===== src/rtl/ser_frame_arbiter.sv =====
// ser_frame_arbiter: two-source frame arbiter feeding a byte serializer.
// Ports: clk/rst (sync, active-high); en gates new frames;
//   src_valid/src_data0/src_data1/src_last in, src_ready out per source;
//   ser_dr request in; ser_data/ser_oe out; grant/busy/underrun status.
`timescale 1ns/1ps
module ser_frame_arbiter #(
   parameter logic [7:0] IDLE_BYTE = 8'h00,
   parameter logic [7:0] SOF_BYTE  = 8'hA5
) (
   input  logic       clk,
   input  logic       rst,
   input  logic       en,
   input  logic [1:0] src_valid,
   input  logic [7:0] src_data0,
   input  logic [7:0] src_data1,
   input  logic [1:0] src_last,
   output logic [1:0] src_ready,
   input  logic       ser_dr,
   output logic [7:0] ser_data,
   output logic       ser_oe,
   output logic       grant,
   output logic       busy,
   output logic       underrun
);

   typedef enum logic [1:0] {
      ST_IDLE,
      ST_CHID,
      ST_PAYLOAD
   } state_t;

   state_t     state_q, state_d;
   logic [7:0] data_q, data_d;
   logic       oe_q;
   logic       grant_q, grant_d;
   logic       und_q, und_d;

   logic       g_valid;
   logic       g_last;
   logic [7:0] g_data;
   logic       sel;

   // Only the granted source is ever looked at during a frame.
   assign g_valid = src_valid[grant_q];
   assign g_last  = src_last[grant_q];
   assign g_data  = grant_q ? src_data1 : src_data0;

   // Tie goes to the source that did not own the last frame.
   assign sel = (&src_valid) ? ~grant_q : src_valid[1];

   assign busy = (state_q != ST_IDLE);

   always_comb begin
      state_d   = state_q;
      data_d    = data_q;
      grant_d   = grant_q;
      und_d     = 1'b0;
      src_ready = 2'b00;
      if (ser_dr) begin
         unique case (state_q)
            ST_IDLE: begin
               if (oe_q && en && (|src_valid)) begin
                  grant_d = sel;
                  data_d  = SOF_BYTE;
                  state_d = ST_CHID;
               end else begin
                  data_d  = IDLE_BYTE;
               end
            end
            ST_CHID: begin
               data_d  = {7'b0, grant_q};
               state_d = ST_PAYLOAD;
            end
            ST_PAYLOAD: begin
               if (g_valid) begin
                  data_d             = g_data;
                  src_ready[grant_q] = ~rst;
                  if (g_last) state_d = ST_IDLE;
               end else begin
                  data_d = IDLE_BYTE;
                  und_d  = 1'b1;
               end
            end
            default: begin
               data_d  = IDLE_BYTE;
               state_d = ST_IDLE;
            end
         endcase
      end
   end

   always_ff @(posedge clk) begin
      if (rst) begin
         state_q <= ST_IDLE;
         data_q  <= IDLE_BYTE;
         oe_q    <= 1'b0;
         grant_q <= 1'b1;
         und_q   <= 1'b0;
      end else begin
         state_q <= state_d;
         data_q  <= data_d;
         oe_q    <= en | busy;
         grant_q <= grant_d;
         und_q   <= und_d;
      end
   end

   assign ser_data = data_q;
   assign ser_oe   = oe_q;
   assign grant    = grant_q;
   assign underrun = und_q;

endmodule


===== config.mk =====
export PLATFORM = sky130hd
export DESIGN_NAME = ser_frame_arbiter
export DESIGN_NICKNAME = d
export VERILOG_FILES = /design/src/rtl/ser_frame_arbiter.sv
export SDC_FILE = /design/constraint.sdc
export NUM_CORES = 1
export LEC_CHECK = 0
export ABC_AREA = 0
export BUFFER_PORTS_ARGS = -buffer_cell sky130_fd_sc_hd__buf_4
export CAP_MARGIN = 20
export CORE_UTILIZATION = 38
export DETAILED_ROUTE_END_ITERATION = 8
export PLACE_DENSITY = 0.79
export SYNTH_ARGS = -nofsm -noshare
export SYNTH_HDL_FRONTEND = slang
export SYNTH_SLANG_ARGS = --single-unit

===== constraint.sdc =====
create_clock -name clk -period 1.1 [get_ports clk]
set_input_delay 0.22 -clock clk [delete_from_list [all_inputs] [get_ports clk]]
set_output_delay 0.22 -clock clk [all_outputs]
set_load 0.1 [all_outputs]

==> results.json, run 1 <==
{
  "cp_slowest_cell": "dfxtp_2",
  "period_minus_slack_ns": 1.67,
  "hold_class": "input port to register",
  "final_cells": 148,
  "cts_sinks": 13,
  "rows": 14,
  "postSynthAreaPerCell_um2": 8.66,
  "htreeDepth": 1,
  "cp_cell_sequence": "nor2b_4 > nand3b_1 > nor3b_4 > buf_12",
  "worst_slew_pin_slew_ns": 0.251,
  "antenna_found_initial": 0,
  "antenna_left": 0,
  "first_iter_violations": 29,
  "post_drt_via_cell_ratio": 6.09,
  "maxCapViolCount": 0,
  "num_antenna_cells": 0,
  "clockBufferDepth": 2,
  "die_y_um": 44.2,
  "outcome": "finished with violations",
  "cts_buffers": 3,
  "worstPathArrival_ns": 1.45,
  "maxSlewViolCount": 0,
  "yosysTopAreaCell": "dfxtp_1",
  "max_stage_delay_ns": 0.35,
  "cp-end-kind": "output port",
  "final_nets": 157,
  "fp.dieW_um": 44.2,
  "violations": "DRC, setup timing",
  "crit_path_start": "state_q[1]",
  "design_area_um2": 1330,
  "grt_first_pass_wirelength_um": 3730,
  "hold_viol": 0,
  "fin_tns_setup_ns": -2.78,
  "period_share_pct": 152,
  "totalWireLength_um": 2680,
  "drive_gt1_share_pct": 67.4,
  "dp_cells": 134,
  "synth_cells": 78,
  "yosys_warnings": 0,
  "dieArea_um2": 1950,
  "p_leak_nw": 0.584,
  "portBuffers": 37,
  "grt_max_degree": 13,
  "crit_path_start_kind": "register",
  "fmax_ghz": 0.598,
  "syn_area_um2": 676,
  "io_pins": 38,
  "ys_seq_area_share_pct": 38.5,
  "syn2layout_area_growth_pct": 96.1,
  "ir_drop_uv": 625,
  "drc": 3,
  "initial_core_util_pct": 42.9,
  "place_congestion": 0.874,
  "postPlaceCellArea_um2": 1070,
  "synth_nets": 102,
  "clock_latency_ns": 0.28,
  "clock-root-buffer": "clkbuf_4",
  "required_ns": 0.88,
  "ys_types": 26,
  "clkTransAtPathRegs_ns": 0.09,
  "powerDensity_nw_per_um2": 851,
  "grt_overflow_total": 0,
  "synth_seq_cells": 13,
  "tritoncts": "done",
  "crit_fanout": 2,
  "rsz0062_at_grt": "yes",
  "vias": 901,
  "dr.pass1.iters": 6,
  "pre_cts_ws_ns": -0.385,
  "synth_top_area_share_pct": 38.5,
  "dp_hpwl_um": 1430,
  "track_usage_pct": 26.1,
  "wire_per_inst_um": 18.1,
  "synth_area_leaders": "dfxtp_1 39%, mux2_2 8.3%, mux2_1 6.7%",
  "skew_ns": 0.00421,
  "finalSetupViolCount": 15,
  "path_class": "register to output port",
  "timing.final.ws_setup_ns": -0.572,
  "max-slew-margin-rel_pct": 83.2,
  "crit-reg2reg-launch": "state_q[1]",
  "fp.coreArea_um2": 1580,
  "first_global_vias": 835,
  "min_from": "en"
}
## critical path: cells and delay by family (launching register included)
kind,cells,cell delay [ns]
DFF,1,0.35
and+or+nand+nor,3,0.61
buffers and inverters,1,0.20
## final cells by class
cell class / count / area [µm²]
Tap cell: 16 / 20.0
Multi-Input combinational cell: 59 / 459
Clock buffer: 4 / 26.3
Sequential cell: 13 / 282
Timing Repair Buffer: 54 / 531
Inverter: 2 / 7.51
Fill cell: 90 / 251
## what timing repair did
item                                    CTS  global route
endpoints found under the setup margin   24            18
hold buffers                              0             0
pin swaps                                 3            11
buffers inserted                          6             4
gates cloned                              1             0
resized for setup                        26            13
hold endpoints to repair                  0             0
## layout by cell type, fill, tap and decap left out
| master | instances |
|---|---|
| a311o_2 | 1 |
| nor2_2 | 1 |
| nor2b_4 | 1 |
| clkbuf_4 | 3 |
| inv_1 | 1 |
| o211ai_1 | 1 |
| nor3b_4 | 1 |
| nand2_1 | 11 |
| buf_8 | 2 |
| o21ai_0 | 1 |
| buf_6 | 16 |
| a211o_1 | 1 |
| and4bb_1 | 1 |
| nand3_1 | 3 |
| clkbuf_1 | 1 |
| dfxtp_4 | 2 |
| nor2_4 | 1 |
| nand4_1 | 7 |
| clkinv_1 | 1 |
| mux2_2 | 4 |
| a21oi_2 | 1 |
| a32oi_1 | 1 |
| dfxtp_2 | 11 |
| buf_4 | 32 |
| nand2_4 | 1 |
| and4_1 | 1 |
| buf_12 | 4 |
| or2_4 | 1 |
| a21oi_1 | 4 |
| mux2_4 | 6 |
| o211ai_2 | 1 |
| nor2_1 | 3 |
| nand3b_1 | 1 |
| a31oi_1 | 5 |
## path summary, 6_finish.rpt
| kind | depth (start not counted) | slack [ns] | endpoint |
|---|---|---|---|
| max | 4 | -0.57 | src_ready[0] |
| min | 3 | 0.15 | ser_oe |
| max reg2reg | 4 | -0.19 | grant |
| min reg2reg | 2 | 0.48 | ser_data[4] |
## per-stage QoR
step / hold slack [ns] / utilization [%] / power [mW]
after CTS: 0.157 / 79.6 / 1.10
after global routing: 0.183 / 84.0 / 1.16
after global placement: 0.439 / 68.1 / 0.763
after floorplan: 0.314 / - / 0.658
final: 0.154 / 84.0 / 1.13
after detailed placement: 0.451 / 68.1 / 0.769
## Yosys cell counts
library cell and n:
nor2b_1 1, a311o_2 1, nand3b_1 1, a211o_1 1, and4bb_1 1, nor3b_1 1
o21ai_0 1, o211ai_2 1, and4_1 1, nand3_1 3, clkinv_1 1, nand2_1 12
a32oi_1 1, mux2_2 5, buf_2 2, nor2_1 5, clkbuf_1 2, o211ai_1 1
mux2_1 4, or2_2 1, a31oi_1 5, inv_1 1, buf_4 1, a21oi_1 5
dfxtp_1 13, nand4_1 7
## flip-flops by register name, summed over array words and instances, names as in the netlist
signal,count
state_q,2
underrun,1
ser_data,8
ser_oe,1
grant,1
## per-layer routing
metal | track usage (%) | vias to the layer above | wire length, µm
met5 | 0 | - | 0
met4 | 12.1 | 0 | 80
met3 | 5.71 | 9 | 203
met2 | 45.0 | 55 | 1370
met1 | 30.6 | 438 | 1030
li1 | - | 399 | -
## report_power, final
| part | leakage [nW] | internal [mW] | switching [mW] |
|---|---|---|---|
| clock | 0.0150 | 0.141 | 0.171 |
| sequential | 0.111 | 0.478 | 0.0110 |
| combinational | 0.457 | 0.156 | 0.170 |
| total | 0.584 | 0.775 | 0.352 |
## kinds of logic (layout without fill, tap and decap cells)
| family | count (synthesis) | after routing | share of synthesized area (%) |
|---|---|---|---|
| mux | 9 | 10 | 15.0 |
| buf+inv | 7 | 60 | 4.81 |
| simple gates | 33 | 33 | 25.4 |
| flops | 13 | 13 | 38.5 |
| compound gates | 16 | 16 | 16.3 |
Note: power is estimated with default switching activity, not from simulation.
==> run 2: changes to the inputs <==
--- a/config.mk
+++ b/config.mk
@@ -8,5 +8,4 @@
 export ABC_AREA = 0
 export BUFFER_PORTS_ARGS = -buffer_cell sky130_fd_sc_hd__buf_4
-export CAP_MARGIN = 20
 export CORE_UTILIZATION = 38
 export DETAILED_ROUTE_END_ITERATION = 8
==> constraint.sdc (replaced) <==
create_clock -name clk -period 1.1 [get_ports clk]
set_input_delay 0.22 -clock clk [delete_from_list [all_inputs] [get_ports clk]]
set_output_delay 0.22 -clock clk [all_outputs]
set_load 0.05 [all_outputs]
==> results.json, run 2 (synthesized netlist as in run 1, its figures left out) <==
{
  "outcome": "finished with violations",
  "violations": "DRC, setup timing",
  "cp_top_family": "simple AND/OR/NAND/NOR gates",
  "critPathCapture": "src_ready[1]",
  "finish.utilization_pct": 85.0,
  "clock-root-buffer": "clkbuf_4",
  "clock_latency_ns": 0.29,
  "place_congestion": 0.745,
  "first_iter_violations": 22,
  "skew_ns": 0.00267,
  "final_common_cell": "buf_4",
  "path_class": "register to output port",
  "cts_buffers": 3,
  "fmax_ghz": 0.609,
  "hold_class": "input port to register",
  "crit-reg2reg-launch": "state_q[1]",
  "dieArea_um2": 1950,
  "drive_gt1_share_pct": 67.2,
  "hold_viol": 0,
  "crit_path_start": "state_q[1]",
  "max_stage_delay_ns": 0.35,
  "clockBufferDepth": 2,
  "initial_core_util_pct": 42.9,
  "num_antenna_cells": 0,
  "io_pins": 38,
  "track_usage_pct": 26.3,
  "drc": 4,
  "final_nets": 162,
  "portBuffers": 37,
  "final_cell_mix": "44 x buf_4, 12 x nand2_1, 11 x buf_6",
  "period_minus_slack_ns": 1.64,
  "grt_max_degree": 13,
  "antenna_found_initial": 0,
  "largest_reg_flops": 8,
  "worst-path-stages": 5,
  "post_drt_via_cell_ratio": 6.09,
  "hold_slack_ns": 0.168,
  "rr_worst_depth": 7,
  "grt_overflow_total": 0,
  "crit_buf_inv": 2,
  "totalWireLength_um": 3030,
  "dp_hpwl_um": 1550,
  "antenna_left": 0,
  "fp.dieW_um": 44.2,
  "max-slew-margin-rel_pct": 85.2,
  "syn2layout_area_growth_pct": 98.3,
  "htreeDepth": 1,
  "period_share_pct": 149,
  "grt_first_pass_wirelength_um": 3720,
  "postPlaceCellArea_um2": 1130,
  "cp-end-kind": "output port",
  "required_ns": 0.88,
  "rows": 14,
  "vias": 932,
  "first_global_vias": 891,
  "clkTransAtPathRegs_ns": 0.08,
  "dr.pass1.iters": 6,
  "cp_slowest_cell": "dfxtp_2",
  "worstPathArrival_ns": 1.42,
  "crit_fanout": 3,
  "wire_per_inst_um": 19.8,
  "maxSlewViolCount": 0,
  "maxCapViolCount": 0,
  "tritoncts": "done",
  "timing.final.ws_setup_ns": -0.543,
  "crit_path_start_kind": "register",
  "fp.coreArea_um2": 1580,
  "r2r_end": "ser_data[5]",
  "p_leak_nw": 0.595,
  "worst_slew_pin_slew_ns": 0.222,
  "rrSetupSlack_ns": -0.41,
  "powerDensity_nw_per_um2": 832,
  "die_y_um": 44.2,
  "finalSetupViolCount": 17,
  "rsz0062_at_grt": "yes",
  "cp_cell_sequence": "nor2b_4 > nand3b_1 > buf_4 > nor2_4 > buf_6",
  "ir_drop_uv": 809,
  "cts_sinks": 13,
  "design_area_um2": 1340
}
run 2: timing repair:
| action | in CTS | in global routing |
|---|---|---|
| pin swaps | 5 | 10 |
| buffers inserted | 7 | 3 |
| setup endpoints to repair | 14 | 17 |
| gates resized for setup | 17 | 19 |
| hold endpoints to repair | 0 | 0 |
| hold buffers | 0 | 0 |
run 2: per-stage QoR:
stage | total power [mW] | std cells | setup WS, ns | TNS [ns]
2_1_floorplan | 0.619 | 78 | -0.443 | -1.78
3_3_place_gp | 0.743 | 140 | -0.166 | -0.888
3_5_place_dp | 0.750 | 140 | -0.211 | -1.21
4_1_cts | 1.07 | 151 | -0.452 | -3.06
5_1_grt | 1.16 | 153 | -0.587 | -5.07
6_report | 1.12 | 153 | -0.543 | -4.47
run 2: metal layers:
layer  GRT usage [%]  share of wire, %  vias up
met5               0                 0        -
met4            18.2               5.1        0
met3            3.27               6.3       17
met2            46.8                50       62
met1            28.6                38      443
li1                -                 -      410
run 2: worst min path at each step:
| stage | slack, ns | endpoint | cells past startpoint | startpoint |
|---|---|---|---|---|
| floorplan | 0.31 | grant | 1 | rst |
| global placement | 0.44 | ser_oe | 3 | en |
| detailed placement | 0.46 | ser_data[3] | 2 | ser_data[3] |
| CTS | 0.18 | ser_oe | 3 | en |
| global route | 0.18 | ser_oe | 3 | en |
| finish | 0.17 | ser_oe | 3 | en |
run 2: where the power goes:
group / total (mW) / switching [mW] / internal [mW] / leakage (nW)
clock: 0.318 / 0.177 / 0.141 / 0.0150
combinational: 0.309 / 0.146 / 0.164 / 0.474
sequential: 0.487 / 0.00938 / 0.478 / 0.107
total: 1.12 / 0.332 / 0.783 / 0.595
run 2: worst register-to-register path, delay by kind of cell (launching register included):
| family | cells | cell delay, ns |
|---|---|---|
| buffers and inverters | 4 | 0.49 |
| AND/OR/NAND/NOR | 1 | 0.34 |
| AO/OA/AOI/OAI | 2 | 0.25 |
| flip-flops | 1 | 0.34 |
run 2: cell type report:
| cell class | instances | area (µm²) |
|---|---|---|
| timing repair buffer | 60 | 539 |
| multi-input combinational | 58 | 474 |
| sequential | 13 | 270 |
| fill | 84 | 236 |
| clock buffer | 4 | 26.3 |
| tap | 16 | 20.0 |
| inverter | 2 | 10.0 |
